--- src/rtl/code_sender.sv ---
// code_sender: transmit side of the Start/Red/Green/Blue code-entry link.
// Serialises a NUM_SYMS x 3-bit code as one header cycle, one RGB symbol per
// cycle and one check cycle. It samples the detector's U flag on the edge that
// leaves the check cycle, then inserts GAP_CYCLES idle-start cycles.
// Optional build macro: SWEEP_EN. When it is defined, the block gains a brute-force
// sweep over every code, with Sweep / Found / Found_code ports.
//
// state   | meaning
// --------+------------------------------------------------------------
// S_IDLE  | waiting for Send (or Sweep); Start=0, RGB=000, Busy=0
// S_HDR   | header cycle; Start=1, RGB=000
// S_SYM   | one symbol per cycle, symbol 0 first; Start=1
// S_CHECK | detector settles; U sampled into Match on the exit edge
// S_GAP   | Start=0 spacer; Done pulses in the first cycle only
module code_sender #(
  parameter int NUM_SYMS   = 4,
  parameter int GAP_CYCLES = 1
) (
  input  logic                  Clk,
  input  logic                  Rst,
  input  logic                  Send,
  input  logic [3*NUM_SYMS-1:0] Code,
  input  logic                  U,
`ifdef SWEEP_EN
  input  logic                  Sweep,
  output logic                  Found,
  output logic [3*NUM_SYMS-1:0] Found_code,
`endif
  output logic                  Start,
  output logic                  Red,
  output logic                  Green,
  output logic                  Blue,
  output logic                  Busy,
  output logic                  Done,
  output logic                  Match
);

  localparam int CW = 3 * NUM_SYMS;
  localparam int SW = (NUM_SYMS > 1) ? $clog2(NUM_SYMS) : 1;
  localparam int GW = (GAP_CYCLES > 1) ? $clog2(GAP_CYCLES) : 1;
  localparam logic [SW-1:0] SYM_LAST = SW'(NUM_SYMS - 1);
  localparam logic [GW-1:0] GAP_LOAD = GW'(GAP_CYCLES - 1);

  typedef enum logic [2:0] {
    S_IDLE,
    S_HDR,
    S_SYM,
    S_CHECK,
    S_GAP
  } state_t;

  state_t        state_q;
  logic [SW-1:0] sym_q;
  logic [GW-1:0] gap_q;
  // Latched code, shifted down 3 bits per symbol so the next symbol is always at [2:0].
  logic [CW-1:0] code_sh_q;
  logic          start_q;
  logic [2:0]    rgb_q;
  logic          busy_q;
  logic          done_q;
  logic          match_q;

`ifdef SWEEP_EN
  logic          sweeping_q;
  logic [CW-1:0] sweep_code_q;
  logic          found_q;
  logic [CW-1:0] found_code_q;
`endif

  // Frame sequencer; every output is a register, written when its state is entered.
  always_ff @(posedge Clk or negedge Rst) begin
    if (!Rst) begin
      state_q      <= S_IDLE;
      sym_q        <= '0;
      gap_q        <= '0;
      code_sh_q    <= '0;
      start_q      <= 1'b0;
      rgb_q        <= 3'b000;
      busy_q       <= 1'b0;
      done_q       <= 1'b0;
      match_q      <= 1'b0;
`ifdef SWEEP_EN
      sweeping_q   <= 1'b0;
      sweep_code_q <= '0;
      found_q      <= 1'b0;
      found_code_q <= '0;
`endif
    end else begin
      done_q <= 1'b0;
      case (state_q)
        S_IDLE: begin
          start_q <= 1'b0;
          rgb_q   <= 3'b000;
          busy_q  <= 1'b0;
`ifdef SWEEP_EN
          // Sweep has priority over a simultaneous Send.
          if (Sweep) begin
            state_q      <= S_HDR;
            code_sh_q    <= '0;
            sweep_code_q <= '0;
            sweeping_q   <= 1'b1;
            found_q      <= 1'b0;
            found_code_q <= '0;
            start_q      <= 1'b1;
            busy_q       <= 1'b1;
          end else if (Send) begin
            state_q   <= S_HDR;
            code_sh_q <= Code;
            start_q   <= 1'b1;
            busy_q    <= 1'b1;
          end
`else
          if (Send) begin
            state_q   <= S_HDR;
            code_sh_q <= Code;
            start_q   <= 1'b1;
            busy_q    <= 1'b1;
          end
`endif
        end

        S_HDR: begin
          state_q   <= S_SYM;
          sym_q     <= '0;
          rgb_q     <= code_sh_q[2:0];
          code_sh_q <= code_sh_q >> 3;
        end

        S_SYM: begin
          if (sym_q == SYM_LAST) begin
            state_q <= S_CHECK;
            rgb_q   <= 3'b000;
          end else begin
            sym_q     <= sym_q + SW'(1);
            rgb_q     <= code_sh_q[2:0];
            code_sh_q <= code_sh_q >> 3;
          end
        end

        S_CHECK: begin
          state_q <= S_GAP;
          start_q <= 1'b0;
          done_q  <= 1'b1;
          match_q <= U;
          gap_q   <= GAP_LOAD;
`ifdef SWEEP_EN
          // Later matches overwrite earlier ones.
          if (sweeping_q && U) begin
            found_q      <= 1'b1;
            found_code_q <= sweep_code_q;
          end
`endif
        end

        S_GAP: begin
          if (gap_q == '0) begin
            sym_q <= '0;
`ifdef SWEEP_EN
            // Chain straight into the next code's header so Busy never drops mid-sweep.
            if (sweeping_q && (sweep_code_q != '1)) begin
              state_q      <= S_HDR;
              sweep_code_q <= sweep_code_q + CW'(1);
              code_sh_q    <= sweep_code_q + CW'(1);
              start_q      <= 1'b1;
            end else begin
              state_q    <= S_IDLE;
              sweeping_q <= 1'b0;
              busy_q     <= 1'b0;
            end
`else
            state_q <= S_IDLE;
            busy_q  <= 1'b0;
`endif
          end else begin
            gap_q <= gap_q - GW'(1);
          end
        end

        default: begin
          state_q <= S_IDLE;
          start_q <= 1'b0;
          rgb_q   <= 3'b000;
          busy_q  <= 1'b0;
        end
      endcase
    end
  end

  assign Start = start_q;
  assign Red   = rgb_q[2];
  assign Green = rgb_q[1];
  assign Blue  = rgb_q[0];
  assign Busy  = busy_q;
  assign Done  = done_q;
  assign Match = match_q;

`ifdef SWEEP_EN
  assign Found      = found_q;
  assign Found_code = found_code_q;
`endif

endmodule
--- config.mk ---
export PLATFORM = sky130hd
export DESIGN_NAME = code_sender
export DESIGN_NICKNAME = d
export VERILOG_FILES = /design/src/rtl/code_sender.sv
export SDC_FILE = /design/constraint.sdc
export NUM_CORES = 1
export LEC_CHECK = 0
export CAP_MARGIN = 10
export CORE_MARGIN = 4
export CORE_UTILIZATION = 45
export DETAILED_ROUTE_END_ITERATION = 6
export PLACE_DENSITY = 0.71
export SLEW_MARGIN = 10
export SYNTH_ARGS = -nofsm -noshare
export SYNTH_HDL_FRONTEND = slang
export SYNTH_SLANG_ARGS = --single-unit
--- constraint.sdc ---
create_clock -name Clk -period 3.7 [get_ports Clk]
set_input_delay 0.37 -clock Clk [delete_from_list [all_inputs] [get_ports Clk]]
set_output_delay 0.37 -clock Clk [all_outputs]
set_load 0.02 [all_outputs]
# Yosys cells after proc, flatten, opt, wreduce, memory -nomap -nowiden
# Cells that the tools add are included.
# classes
addsub,2
n_bitwise,1
n_eq_ne,9
reduce_logical,11
mux,19
# op_table
op,n
one-hot mux 12 bit (3 select lines),1
2-to-1 mux 12 bit,2
one-hot mux 3 bit (5 select lines),1
2-to-1 mux 3 bit,4
one-hot mux 3 bit (3 select lines),1
AND reduction 3 bit,3
inequality test 2 bit (second input constant),4
== test 3 x 2 -> 1 bit (second input constant),2
one-hot mux 2 bit (3 select lines),1
nonzero test 3 bit,2
OR reduction 3 bit,2
2-to-1 mux 1 bit,4
2-to-1 mux 2 bit,2
one-hot mux 1 bit (2 select lines),2
== test 3 x 1 -> 1 bit (second input constant),1
== test 3 bit (second input constant),1
zero test 3 bit,1
one-hot mux 1 bit (3 select lines),1
adder 2 x 1 -> 2 bit (second input constant),1
== test 2 bit (second input constant),1
AND reduction 2 bit,1
nonzero test 2 bit,1
OR reduction 2 bit,1
NOT 1 bit,1
subtractor 1 bit (second input constant),1
# word_totals
in_bits,16
register_bits,25

# Longest topological paths before layout
# Gate-level depths: netlist (run 1).
# logic_depth
word_depth,4
ltp_mapped,5
ltp_nobuf,4

# Worst setup path after synthesis (run 1)
# Ideal clock, no wire load.
# synth_timing
path_type,register to register
from,reg sym_q[0]
to,reg code_sh_q[0]
setup_slack_ns,2.073
period_less_slack_ns,1.627
stages_incl_launch_ff,6
setup_ns,0.132
required_ns,3.568
arrival_ns,1.495
cell_sequence,dfrtp_1 -> ha_1 -> or3b_4 -> buf_6 -> a221oi_1 -> a2bb2oi_1
# synth_via
elab_chain_len,3
# synth_lines
element,line,rtl
start: declaration,53,logic [SW-1:0] sym_q;
start signal: assignment,134,sym_q <= sym_q + SW'(1);
== test 2 bit,130,if (sym_q == SYM_LAST) begin
inequality test 2 bit (no source line),n/a,
AND reduction 3 bit (no source line),n/a,
end signal: assignment,115,code_sh_q <= Code;
end signal: assignment,126,code_sh_q <= code_sh_q >> 3;
end signal: assignment,136,code_sh_q <= code_sh_q >> 3;
end: declaration,56,logic [CW-1:0] code_sh_q;
# Every way passes these cells.
# A chain may end at the register's enable or synchronous reset.

# Worst setup path in the final report (run 1)
# layout_timing
from,reg state_q[0]
to,reg code_sh_q[10]
# layout_via
elab_chain_len,3
word_cells_on_any_way,8
classes_between,4 x eq/ne; 1 x mux; 3 x reduce/logical
# layout_lines
element,line,rtl
start: declaration,52,state_t state_q;
start signal: assignment,73,state_q <= S_IDLE;
start signal: assignment,114,state_q <= S_HDR;
start signal: assignment,123,state_q <= S_SYM;
"== test 3 x 2 -> 1 bit, or another cell as far along",90,case (state_q)
inequality test 2 bit (no source line) or nonzero test 3 bit (tied branches),n/a,
AND reduction 3 bit (no source line),n/a,
# Several ways; a longest one is shown, not always the timed one.

==> impl_results.md, run 1 <==
- Status: completed
- Wire per inst: 16.2 um
- Post-CTS Setup Bufs: 0
- Worst Max-Slew Pin Slew: 1080 ps
- Clock-pin slew on the worst setup and hold paths: 130 ps
- Met2 usage: 25.0%
- CTS tree: built
- Gr usage total: 15.5%
- Crit. End Element: flip-flop
- Hold Slack: 522 ps
- Pwr Density: 972 mW/mm2
- Layout area overhead: 20.1%
- Met3 Track Usage GR: 2.59%
- CP max FO: 20
- Rel. slew slack: 27.5%
- Share of layout cells above drive strength 1: 6.35%
- Antenna Nets Post-Route: 0
- Fillers: 235
- Element type at the critical path start: flip-flop
- Largest net degree at the start of global routing: 38
- Avg Cell Area, Syn: 11.0 um2
- Mapped cell area: 0.00120 mm2
- Post-DP HPWL: 1750 um
- RSZ-0062 raised after global routing: false
- Core Area: 0.00252 mm2
- Met1 Usage GRT: 20.2%
- Final hold violation count: 0
- Total of max-cap violations: 0
- Gate count of the mapped netlist: 110
- Detailed Routing Iterations Pass 1: 4
- Post-CTS Hold Buffers: 0
- Port bufs: 22
- Hold_sp: Match$_DFFE_PN0P_
- Slew Viols, Final: 0
- Number of synthesized register bits: 24
- RR Endpoint: code_sh_q[10]$_DFFE_PN0P_
- Hold EP: Match$_DFFE_PN0P_
- Reg2Reg Setup Slack: 1680 ps
- Gr ovfl total: 0
- GR peak layer: met2
- Vias in the first global route: 903
- Crit path largest cell delay: 800 ps
- Clk buf depth: 2
- # nets final: 144
- Slowest cell on the critical path: o21bai_1
- Die area: 0.00357 mm2
- Routed vias/inst: 6.04
- VDD IR max: 560 uV
- Setup Skew: 3.60 ps
- H-tree depth: 1
- Routed wire length: 2530 um
- Worst setup path category: reg -> reg
- First-pass GRT wire length: 4180 um
- Clk root buf: clkbuf_4
- Initial antenna violation count: 0
- DRC violations left: 0
- Lkg Pwr: 0.590 nW
- Worst path cell trace: o21bai_1, a211oi_1, a22o_1
- Inserted Diodes: 0
- Reg-to-Reg Start: state_q[0]$_DFFE_PN0P_
- DR iter-0 viols: 36
- Starting density of the core: 47.8%
- Die Height: 59.7 um
- # setup viols final: 0
- Yosys warns: 0
- Critical Path AT: 2230 ps
- Unique masters post-synth: 35
- Worst Path Required: 3910 ps
- CTS resizes: 0
- Via Count: 943
- Floorplan row count: 18
- Setup total negative slack: 0 ps
- Hold Path Class: reg -> reg
- Clock Sink Count: 24
- Gp weighted congestion: 0.753
- FMAX: 494 MHz
- WP buf/inv: 0
- Critical path's top delay family: compound AO/OA/AOI/OAI gates
- Num ports: 23
- Die width: 59.7 um
- Sequential area share after synthesis: 49.8%
- Final Critical Period: 2020 ps
- Final period util: 54.7%
- Total power: 1.41 mW
- Worst reg2reg path depth: 3
- Worst-Skew Late Latency: 310 ps
- CTS buffer count: 3
- Worst Hold Path Cells: 1
- Post-synthesis net count: 127
report_power, final:
group | internal (mW) | total (mW) | leakage (nW) | switching [mW]
registers | 0.388 | 0.541 | 0.294 | 0.153
logic | 0.373 | 0.729 | 0.274 | 0.356
clock network | 0.0601 | 0.137 | 0.0210 | 0.0771
total | 0.822 | 1.41 | 0.590 | 0.586
cells by family (layout without fill, tap and decap cells):
kind of cell               after synthesis  after routing  synth area share (%)
muxes                                    4              4                  3.53
buffers and inverters                   11             27                  4.57
DFF                                     24             24                  49.8
xor gates and xnor gates                 2              2                  1.45
and+or+nand+nor                         18             18                  8.93
AOI/OAI and AO/OA                       50             50                  30.6
adders and majority gates                1              1                  1.04
cells in the mapped netlist:
| library cell | instances | area share [%] |
|---|---|---|
| a21oi_1 | 1 | 0.41 |
| a31oi_1 | 2 | 1.0 |
| xnor2_1 | 1 | 0.73 |
| clkbuf_1 | 6 | 1.9 |
| mux2_2 | 2 | 1.9 |
| a21oi_4 | 1 | 1.4 |
| a21o_1 | 1 | 0.62 |
| a221oi_1 | 9 | 6.5 |
| nor3_1 | 2 | 0.83 |
| nor4bb_1 | 1 | 0.83 |
| buf_6 | 1 | 0.93 |
| nor3b_1 | 1 | 0.62 |
| o31ai_1 | 1 | 0.62 |
| o21bai_1 | 1 | 0.62 |
| a22oi_1 | 2 | 1.2 |
| o21ai_0 | 16 | 6.6 |
| xor2_1 | 1 | 0.73 |
| buf_4 | 1 | 0.62 |
| nor2b_1 | 3 | 1.6 |
| a211oi_1 | 1 | 0.62 |
| nand2b_1 | 1 | 0.52 |
| mux2i_1 | 2 | 1.7 |
| buf_2 | 2 | 0.83 |
| a2bb2oi_1 | 9 | 6.5 |
| or3_1 | 1 | 0.52 |
| nand3_1 | 1 | 0.41 |
| a22o_1 | 4 | 2.9 |
| nor2_1 | 5 | 1.6 |
| nand2_1 | 1 | 0.31 |
| or3b_4 | 1 | 0.93 |
| ha_1 | 1 | 1.0 |
| and4b_1 | 1 | 0.83 |
| dfrtp_1 | 24 | 50 |
| a32oi_1 | 2 | 1.5 |
| inv_1 | 1 | 0.31 |
layout make-up:
| cell class | instances | area [um2] | area share (%) |
|---|---|---|---|
| timing repair buffer | 22 | 220 | 15.2 |
| multi-input combinational | 75 | 549 | 37.9 |
| clock buffer | 4 | 36.3 | 2.51 |
| tap | 30 | 37.5 | 2.59 |
| inverter | 1 | 3.75 | 0.259 |
| sequential | 24 | 601 | 41.5 |
layer usage:
layer | routed length [um] | vias up
met1 | 1210 | 460
met3 | 103 | 2
li1 | - | 465
met4 | 15 | 0
met5 | 0 | -
met2 | 1210 | 16
sequential cells by signal (all words and copies together), names as in the netlist:
name and cells:
Match 1, Start 1, code_sh_q 12, sym_q 2, Done 1, Busy 1
rgb_q 3, state_q 3
worst max-delay path by stage:
stage                                      start                   endpoint  slack (ps)  cells after the start
final                     state_q[0]$_DFFE_PN0P_  code_sh_q[10]$_DFFE_PN0P_        1680                      3
after global routing      state_q[0]$_DFFE_PN0P_  code_sh_q[11]$_DFFE_PN0P_        1490                      3
after CTS                 state_q[0]$_DFFE_PN0P_  code_sh_q[10]$_DFFE_PN0P_        1700                      3
after detailed placement                    Send  code_sh_q[10]$_DFFE_PN0P_        1550                      4
after global placement                      Send  code_sh_q[10]$_DFFE_PN0P_        1610                      4
after floorplan             sym_q[0]$_DFFE_PN0P_   code_sh_q[0]$_DFFE_PN0P_        2070                      5
stage by stage:
stage                     util, %  instance area, um2  worst slack [ps]  cells
final                        57.4                1450              1680    156
after global routing         57.4                1450              1490    156
after CTS                    57.4                1450              1700    156
after detailed placement     56.0                1410              1550    152
after global placement       56.0                1410              1610    152
after floorplan                 -                1200              2070    110
layout by cell type, fill, tap and decap left out, types with 2 or more instances in the layout:
cell type	netlist	routed
a32oi_1	2	2
mux2i_1	2	2
a221oi_1	9	9
clkbuf_4	0	3
a31oi_1	2	2
a22oi_1	2	2
dfrtp_1	24	24
mux2_2	2	2
o21ai_0	16	16
a22o_1	4	4
nor2_1	5	5
clkdlybuf4s50_1	0	22
nor2b_1	3	3
a2bb2oi_1	9	9
nor3_1	2	2
No activity file was read; power rests on OpenSTA's default activity.
==> run 2, diff against run 1 <==
--- a/config.mk
+++ b/config.mk
@@ -9,7 +9,7 @@
 export CORE_MARGIN = 4
 export CORE_UTILIZATION = 45
 export DETAILED_ROUTE_END_ITERATION = 6
-export PLACE_DENSITY = 0.71
+export PLACE_DENSITY = 0.73
 export SLEW_MARGIN = 10
 export SYNTH_ARGS = -nofsm -noshare
 export SYNTH_HDL_FRONTEND = slang
==> constraint.sdc (replaced) <==
create_clock -name Clk -period 1.8 [get_ports Clk]
set_input_delay 0.18 -clock Clk [delete_from_list [all_inputs] [get_ports Clk]]
set_output_delay 0.18 -clock Clk [all_outputs]
set_load 0.02 [all_outputs]
==> run 2 against run 1 <==
  * Cell area up 6.8%
  * Maximum frequency grew 18%
  * Combinational power is 150% higher
  * Setup slack worse by 1600 ps
  * Critical path depth is 1 higher
  * Largest power group unchanged
  * Routed wire length grew 6.9%
  * Sequential power is 87% higher
  * Die area is the same
==> impl_results.md, run 2 (same netlist as run 1, synthesis figures left out) <==
- VDD IR max: 1350 uV (was 560 uV)
- Total of max-cap violations: 0 (unchanged)
- Crit path largest cell delay: 490 ps (was 800 ps)
- Worst Path Required: 2000 ps (was 3910 ps)
- DRC violations left: 0 (unchanged)
- Post-DP HPWL: 1960 um (was 1750 um)
- P_int: 1.89 mW (was 0.822 mW)
- Clk root buf: clkbuf_4 (unchanged)
- Detailed Routing Iterations Pass 1: 4 (unchanged)
- DR iter-0 viols: 40 (was 36)
- Final hold violation count: 0 (unchanged)
- Sw Share: 40.8% (was 41.6%)
- Total power: 3.20 mW (was 1.41 mW)
- Rel. slew slack: 61.5% (was 27.5%)
- Status: completed (unchanged)
- Combinational share of power: 56.3% (was 51.8%)
- Critical Path AT: 1920 ps (was 2230 ps)
- Setup crit end: code_sh_q[1]$_DFFE_PN0P_ (was code_sh_q[10]$_DFFE_PN0P_)
- Clk buf depth: 2 (unchanged)
- RSZ-0062 raised after global routing: false (unchanged)
- Share of layout cells above drive strength 1: 15.0% (was 6.35%)
- H-tree depth: 1 (unchanged)
- Gr ovfl total: 0 (unchanged)
- Reg-to-Reg Start: sym_q[0]$_DFFE_PN0P_ (was state_q[0]$_DFFE_PN0P_)
- Die area: 0.00357 mm2 (unchanged)
- Clk pwr share: 12.1% (was 9.7%)
- Post-CTS Hold Buffers: 0 (unchanged)
- Pwr Density: 2070 mW/mm2 (was 972 mW/mm2)
- Crit. End Element: flip-flop (unchanged)
- CTS tree: built (unchanged)
- Worst path cell trace: ha_1, or3b_4, a221oi_1, a2bb2oi_1 (was o21bai_1, a211oi_1, a22o_1)
- Inserted Diodes: 0 (unchanged)
- Hold Path Class: in -> async (was reg -> reg)
- Port bufs: 22 (unchanged)
- Layout area overhead: 28.3% (was 20.1%)
- Pre-CTS WS: -133 ps (was 1550 ps)
- Antenna Nets Post-Route: 0 (unchanged)
- Final core utilization: 61.3% (was 57.4%)
- Commonest cells after routing, fill and taps aside: dfrtp_1 (24), clkdlybuf4s50_1 (22), o21ai_0 (16) (unchanged)
- Reg2Reg Setup Slack: 80 ps (was 1680 ps)
- First-pass GRT wire length: 4400 um (was 4180 um)
- Gr usage total: 16.3% (was 15.5%)
- FMAX: 581 MHz (was 494 MHz)
- Commonest non-fill, non-tap cell in the layout: dfrtp_1 (unchanged)
- Core Area: 0.00252 mm2 (unchanged)
- CP max FO: 12 (was 20)
- Gp weighted congestion: 0.846 (was 0.753)
- Setup ws final: 79.7 ps (was 1680 ps)
- Num ports: 23 (unchanged)
- RR Endpoint: code_sh_q[1]$_DFFE_PN0P_ (was code_sh_q[10]$_DFFE_PN0P_)
- Biggest regs: code_sh_q x12, rgb_q x3, state_q x3 (unchanged)
- Lkg Pwr: 0.640 nW (was 0.590 nW)
- Worst-Skew Late Latency: 310 ps (about the same)
- Net Switching: 1.31 mW (was 0.586 mW)
- Top reg by flops: code_sh_q (unchanged)
- Max reg flops: 12 (unchanged)
- Starting density of the core: 47.8% (unchanged)
- CTS buffer count: 3 (unchanged)
- Clock Sink Count: 24 (unchanged)
- CTS resizes: 0 (unchanged)
- Slew Viols, Final: 0 (unchanged)
- # setup viols final: 0 (unchanged)
- Die Height: 59.7 um (unchanged)
- Part of the power in registers: 31.6% (was 38.5%)
- # nets final: 151 (was 144)
- Element type at the critical path start: flip-flop (unchanged)
- Via Count: 991 (was 943)
- Worst reg2reg path depth: 4 (was 3)
- Slowest cell on the critical path: or3b_4 (was o21bai_1)
- Post-CTS Setup Bufs: 0 (unchanged)
- Final period util: 95.6% (was 54.7%)
- Die width: 59.7 um (unchanged)
- Routed vias/inst: 6.08 (was 6.04)
- Worst Max-Slew Pin Slew: 578 ps (was 1080 ps)
- Floorplan row count: 18 (unchanged)
- Initial antenna violation count: 0 (unchanged)
- Largest net degree at the start of global routing: 25 (was 38)
- Vias in the first global route: 964 (was 903)
- Clock-pin slew on the worst setup and hold paths: 140 ps (was 130 ps)
- Worst setup path category: reg -> reg (unchanged)
- Start point of the critical path: sym_q[0]$_DFFE_PN0P_ (was state_q[0]$_DFFE_PN0P_)
- Routed wire length: 2710 um (was 2530 um)
- Setup Skew: 6.57 ps (was 3.60 ps)
- Final Critical Period: 1720 ps (was 2020 ps)
- Wire per inst: 16.6 um (was 16.2 um)
-- run 2: metal layers --
layer	track usage (%)	vias up	share of wire, %
met5	0	-	0
met4	10.1	0	2.8
met3	3.67	8	5.5
met2	24.7	28	47
met1	20.8	477	45
li1	-	478	-
-- run 2: worst min-delay path by stage --
stage                              to  slack (ps)  cells past startpoint
6_report            Match$_DFFE_PN0P_         200                      2
5_1_grt        state_q[2]$_DFFE_PN0P_         210                      2
4_1_cts              Busy$_DFFE_PN0N_         210                      2
3_5_place_dp        Match$_DFFE_PN0P_         500                      1
3_3_place_gp     sym_q[1]$_DFFE_PN0P_         490                      1
2_1_floorplan        Busy$_DFFE_PN0N_        -120                      0
-- run 2: through the flow --
stage / std cells / setup TNS (ps) / cell area [um2] / hold slack [ps]
after floorplan: 110 / 0 / 1200 / -116
after global placement: 159 / -129 / 1460 / 489
after detailed placement: 159 / -725 / 1460 / 501
after CTS: 163 / 0 / 1520 / 208
after global routing: 163 / 0 / 1550 / 207
final: 163 / 0 / 1550 / 205
-- run 2: final cells by class --
cell class | count | area, um2
flip-flops and latches | 24 | 601
fillers | 219 | 976
clock inverters | 1 | 30.0
repair buffers | 29 | 273
clock buffers | 3 | 22.5
multi-input cells | 75 | 579
inverters | 1 | 3.75
well taps | 30 | 37.5
-- run 2: power by group through the flow --
stage | Sequential, mW | Clock (mW) | Combinational, mW
3_5_place_dp | 1.01 | 0 | 1.74
6_report | 1.01 | 0.388 | 1.80
2_1_floorplan | 0.997 | 0 | 1.27
3_3_place_gp | 0.993 | 0 | 1.65
4_1_cts | 0.997 | 0.398 | 1.74
5_1_grt | 1.04 | 0.426 | 1.97
-- run 2: worst max-delay path: cells and delay by family (launching register included) --
kind | cells | cell delay [ps]
AND/OR/NAND/NOR | 1 | 490
AO/OA/AOI/OAI | 2 | 490
adder cells (fa/ha/maj) | 1 | 210
flip-flops | 1 | 410
